[src/rtl/alu_arbiter_pkg.sv]
// Shared constants for the two-requester ALU sequencer: data width, opcodes, FSM encodings.
// Pure declarations; no timing or flow-control behaviour lives here.
package alu_arbiter_pkg;

  localparam int DW = 8;

  localparam logic [2:0] ALU_ADD = 3'b000;
  localparam logic [2:0] ALU_SUB = 3'b001;
  localparam logic [2:0] ALU_AND = 3'b010;
  localparam logic [2:0] ALU_OR  = 3'b011;
  localparam logic [2:0] ALU_XOR = 3'b100;
  localparam logic [2:0] ALU_NOT = 3'b101;
  localparam logic [2:0] ALU_SHL = 3'b110;
  localparam logic [2:0] ALU_SHR = 3'b111;

  typedef enum logic [1:0] {
    ST_IDLE = 2'd0,
    ST_EXEC = 2'd1,
    ST_RESP = 2'd2
  } state_t;

endpackage

[src/rtl/alu_arbiter_alu.sv]
// Combinational 8-bit ALU; zero latency, no flow control.
// Results wrap modulo 2^8; b is unused for NOT and the single-bit shifts.
module alu
  import alu_arbiter_pkg::*;
(
  input  logic [DW-1:0] a,
  input  logic [DW-1:0] b,
  input  logic [2:0]    s,
  output logic [DW-1:0] out
);

  always_comb begin
    out = '0;
    case (s)
      ALU_ADD: out = a + b;
      ALU_SUB: out = a - b;
      ALU_AND: out = a & b;
      ALU_OR:  out = a | b;
      ALU_XOR: out = a ^ b;
      ALU_NOT: out = ~a;
      ALU_SHL: out = {a[DW-2:0], 1'b0};
      ALU_SHR: out = {1'b0, a[DW-1:1]};
      default: out = '0;
    endcase
  end

endmodule

[src/rtl/alu_arbiter.sv]
// Round-robin two-requester ALU sequencer; response valid two cycles after accept.
// Response is held while rsp_ready is low and no new request is accepted until it drains.
module alu_arbiter
  import alu_arbiter_pkg::*;
#(
  parameter logic FIRST_PRIO = 1'b0
) (
  input  logic          clk,
  input  logic          rst,
  input  logic          req0_valid,
  output logic          req0_ready,
  input  logic [DW-1:0] req0_a,
  input  logic [DW-1:0] req0_b,
  input  logic [2:0]    req0_op,
  input  logic          req1_valid,
  output logic          req1_ready,
  input  logic [DW-1:0] req1_a,
  input  logic [DW-1:0] req1_b,
  input  logic [2:0]    req1_op,
  output logic          rsp_valid,
  input  logic          rsp_ready,
  output logic          rsp_id,
  output logic [DW-1:0] rsp_data,
  output logic          rsp_zero
);

  state_t        state;
  logic          prio;
  logic [DW-1:0] a_q;
  logic [DW-1:0] b_q;
  logic [2:0]    op_q;
  logic          id_q;
  logic [DW-1:0] alu_out;
  logic          can_accept;
  logic          gnt0;
  logic          gnt1;

  // Ready is gated by rst so a requester never sees a grant while the block is held in reset.
  assign can_accept = (state == ST_IDLE) && !rst;
  assign gnt0       = can_accept && req0_valid && (!req1_valid || !prio);
  assign gnt1       = can_accept && req1_valid && (!req0_valid ||  prio);
  assign req0_ready = gnt0;
  assign req1_ready = gnt1;

  alu u_alu (
    .a   (a_q),
    .b   (b_q),
    .s   (op_q),
    .out (alu_out)
  );

  always_ff @(posedge clk) begin
    if (rst) begin
      state     <= ST_IDLE;
      prio      <= FIRST_PRIO;
      a_q       <= '0;
      b_q       <= '0;
      op_q      <= ALU_ADD;
      id_q      <= 1'b0;
      rsp_valid <= 1'b0;
      rsp_id    <= 1'b0;
      rsp_data  <= '0;
      rsp_zero  <= 1'b0;
    end else begin
      case (state)
        ST_IDLE: begin
          if (gnt0 || gnt1) begin
            a_q   <= gnt1 ? req1_a  : req0_a;
            b_q   <= gnt1 ? req1_b  : req0_b;
            op_q  <= gnt1 ? req1_op : req0_op;
            id_q  <= gnt1;
            state <= ST_EXEC;
          end
        end
        ST_EXEC: begin
          rsp_data  <= alu_out;
          rsp_zero  <= (alu_out == '0);
          rsp_id    <= id_q;
          rsp_valid <= 1'b1;
          state     <= ST_RESP;
        end
        ST_RESP: begin
          // Priority only rotates once the consumer has actually taken the result.
          if (rsp_ready) begin
            rsp_valid <= 1'b0;
            prio      <= ~id_q;
            state     <= ST_IDLE;
          end
        end
        default: state <= ST_IDLE;
      endcase
    end
  end

endmodule

[config.mk]
export PLATFORM = sky130hd
export DESIGN_NAME = alu_arbiter
export DESIGN_NICKNAME = d
export VERILOG_FILES = /design/src/rtl/alu_arbiter_pkg.sv /design/src/rtl/alu_arbiter_alu.sv /design/src/rtl/alu_arbiter.sv
export SDC_FILE = /design/constraint.sdc
export NUM_CORES = 1
export LEC_CHECK = 0
export BUFFER_PORTS_ARGS = -buffer_cell sky130_fd_sc_hd__buf_2
export CORE_ASPECT_RATIO = 1.5
export CORE_MARGIN = 3
export CORE_UTILIZATION = 30
export CTS_BUF_LIST = sky130_fd_sc_hd__clkbuf_8
export CTS_CLUSTER_DIAMETER = 60
export CTS_CLUSTER_SIZE = 25
export DETAILED_ROUTE_END_ITERATION = 10
export REMOVE_ABC_BUFFERS = 1
export SYNTH_ARGS = -nofsm -noshare
export SYNTH_HDL_FRONTEND = slang
export SYNTH_SLANG_ARGS = --single-unit
[constraint.sdc]
create_clock -name clk -period 3.3 [get_ports clk]
set_clock_uncertainty 0.2 [all_clocks]
set_input_delay 0.33 -clock clk [delete_from_list [all_inputs] [get_ports clk]]
set_output_delay 0.33 -clock clk [all_outputs]
set_load 0.02 [all_outputs]
==> results.txt <==
The library cell used most frequently in the layout, excluding fill and tap cells, is sky130_fd_sc_hd__buf_2. Of all nets on the critical path, the largest fanout is 12. The total clock buffers created by CTS came out at 5.

In the synthesized netlist the dominant register cell turns out to be sky130_fd_sc_hd__dfxtp_1. TritonCTS built the clock tree. The fraction of layout cells with a size suffix above 1 is 21.84%. Routed signal wires occupy layers up through met4.

The total number of vias came out at 2465. The count of final hold-check violations is 0. The placeable core region came out at 8208 um^2. The tightest hold margin is 0.08370 ns. The worst setup path is launched from a register. The buffer levels on the longest clock path came out at 2. The die covers 9785 um^2. The net count reported at finish came out at about 450.

The vertical die dimension is ~120 um. The remaining global-route overflow came out at 0. The number of warning messages in the yosys log came out at 0. The global-route usage over all layers came out at between 10% and 20%. The post-route minimum period is 2.868 ns. Setup repair after global routing left no endpoint under its margin. The final-report setup violation count came out at 0. The clock latency at the later pin of the worst-skew pair came out at 0.30 ns. The async set or reset register ratio after synthesis came out at 0%. Leaving out fill and tap cells, the most frequent cells in the layout are 55 x sky130_fd_sc_hd__buf_2, 53 x sky130_fd_sc_hd__nand2_1, 34 x sky130_fd_sc_hd__dfxtp_1.

The area of the mapped netlist came out at 2584 um^2. The synthesized design contains 0 enable-type register cells. The type of element capturing the critical path is a register. The global placement routability congestion came out at 0.8795. The H-tree generated during clock tree synthesis spans 2 levels. The post-synthesis area per instance is 7.877 um^2. The length of routed met2 wiring is ~3500 um. IR analysis of the VDD net gives a maximum drop of 164.5 uV. For this block, the routed nets add up to slightly below 7000 um of wire. The layout-stage area growth over the synthesis result came out at 19.71%. The number of antenna violations at the first check in global routing was 0. The worst endpoint required time is 3.32 ns.

The power per unit of standard cell area is 511.8 nW/um^2. The flow ran to the end, and the final reports show no timing, DRC or antenna violations. The total power after layout is 0.001583 W. After detailed routing, the number of vias per cell comes to approximately 5.1. Dividing the detail-routed wire length by the instance count gives 14.15 um. The area after detailed placement came out at between 2000 and 3000 um^2.

The worst register-to-register path has a setup slack of ~0.43 ns. The pin slew with the least headroom to its limit came out at about 0.56 ns. The maximum number of pins on one net before global-route repair came out at approximately 40.

In this run the tightest slew margin relative to its limit is 62.56%. The total iterations of the first detailed-routing run is 4. CTS placed an instance of sky130_fd_sc_hd__clkbuf_8 at the clock tree root.

The critical setup path kind is register to register. The classification of the worst-slack hold path is input pin to register. The number of design rule violations left after detail routing is 0. The cell leakage power came out at 1.356 nW. The sum of negative setup slack is 0 ns. The first global-routing pass estimated roughly 11000 um of wire. After technology mapping, the gate count stands at 328.

Post-CTS timing repair inserted 0 buffers for setup. Timing would allow up to 348.7 MHz. The post-route clock period utilization is approximately 87%. The violation count after the first detailed-route iteration came out at between 100 and 150. The number of placement rows is 40. The number of cells upsized or downsized after cts is 0. The portion of the post-synthesis area used by sequential elements is 26.34%.

The number of antenna repair diodes is 0. The via count of the first global-routing pass was approximately 2400. The clock sink total came out at 34. The wire length on met3 is 287 um. After routing the design area is 3093 um^2. The worst endpoint data arrival time is 2.88 ns. The number of port buffers came out at 55.

The initial utilization of the core area, before any placement, comes to 31.48%. The post-synthesis sequential element count came out at 34. The final antenna-violating net count came out at 0. The clock-pin transition on the worst setup and hold timing paths is approximately 0.08 ns.

The length of routed wiring on met1 came out at between 2000 and 3000 um. The post-detailed-placement half-perimeter wirelength is around 5300 um. After clock tree synthesis, the flow added hold-fix buffers numbering 0. The number of primary I/O pins came out at 56. The post-route core utilization is approximately 38%. The horizontal die dimension came out at 81.78 um. The count of cell types in the netlist came out at 61. The max-cap check violation count came out at 0. The count of pins over their slew limit came to 0.
==> worst max-delay path, stage by stage, from the launching register on <==
cell and delay, ns:
sky130_fd_sc_hd__dfxtp_1 0.57, sky130_fd_sc_hd__nor3b_2 0.33, sky130_fd_sc_hd__a21oi_1 0.09, sky130_fd_sc_hd__xnor2_1 0.15
sky130_fd_sc_hd__ha_1 0.35, sky130_fd_sc_hd__a2111o_1 0.38, sky130_fd_sc_hd__o21ai_0 0.21, sky130_fd_sc_hd__xnor2_1 0.14
sky130_fd_sc_hd__o22ai_1 0.13, sky130_fd_sc_hd__o31ai_2 0.22
==> cells in the mapped netlist (4+ instances only) <==
cell type | number | area, um^2
sky130_fd_sc_hd__nor2b_1 | 4 | 25.02
sky130_fd_sc_hd__clkbuf_1 | 13 | 48.80
sky130_fd_sc_hd__a21oi_1 | 12 | 60.06
sky130_fd_sc_hd__a211oi_1 | 4 | 30.03
sky130_fd_sc_hd__inv_1 | 23 | 86.33
sky130_fd_sc_hd__dfxtp_1 | 34 | 680.7
sky130_fd_sc_hd__nor3_1 | 4 | 20.02
sky130_fd_sc_hd__nand3_1 | 5 | 25.02
sky130_fd_sc_hd__nand2b_1 | 9 | 56.30
sky130_fd_sc_hd__nand2_1 | 53 | 198.9
sky130_fd_sc_hd__o21ai_0 | 9 | 45.04
sky130_fd_sc_hd__xnor2_1 | 9 | 78.83
sky130_fd_sc_hd__nor2_1 | 33 | 123.9
sky130_fd_sc_hd__ha_1 | 24 | 300.3
sky130_fd_sc_hd__a31oi_1 | 4 | 25.02
sky130_fd_sc_hd__a311oi_1 | 20 | 175.2
==> where the power goes <==
part           internal, W  switching, W  total, W  leakage, nW
Clock             0.000303      0.000170  0.000473       0.0683
Combinational     0.000269      0.000343  0.000612         1.01
Sequential        0.000453     0.0000459  0.000499        0.279
==> flip-flops by register name, indices dropped and copies added (netlist names) <==
signal / flops
a_q: 8
rsp_zero: 1
rsp_data: 8
state: 2
op_q: 3
id_q: 1
rsp_valid: 1
rsp_id: 1
prio: 1
b_q: 8
==> routing by layer <==
metal / global-route usage, % / vias up
met3: 2.553 / 17
met5: 0 / -
met4: 8.732 / 0
met1: 16.19 / 1127
li1: - / 1268
met2: 25.56 / 53
==> final cells by class <==
cell class                 instances  area, um^2
tap                              105       131.4
timing repair buffer              63       335.3
clock buffer                       5       68.82
multi-input combinational        248        1704
fill                             896        5115
inverter                          27       103.9
clock inverter                     3       68.82
sequential                        34       680.7
==> kinds of logic after synthesis <==
| logic type | count (synthesis) | synth area share [%] |
|---|---|---|
| AND/OR/NAND/NOR | 123 | 21.70 |
| AO/OA/AOI/OAI | 83 | 23.87 |
| buffers and inverters | 46 | 7.699 |
| flip-flops | 34 | 26.34 |
| adder cells (fa/ha/maj) | 25 | 12.40 |
| XOR/XNOR | 11 | 3.729 |
| multiplexers | 6 | 4.261 |
==> path summary, 6_finish.rpt <==
| check | from | to | cells after the start |
|---|---|---|---|
| hold / removal | req0_a[1] | a_q[1] | 3 |
| setup / recovery | op_q[0] | rsp_zero | 9 |
| hold reg to reg | rsp_id | rsp_id | 2 |
| setup reg to reg | op_q[0] | rsp_zero | 9 |
==> through the flow <==
stage | cells | setup slack [ns]
6_report | 485 | 0.4325
5_1_grt | 485 | 0.2028
4_1_cts | 485 | 0.4219
3_5_place_dp | 477 | 0.4518
3_3_place_gp | 477 | 0.5354
2_1_floorplan | 309 | 0.4861
Note: power is estimated with default switching activity, not from simulation.
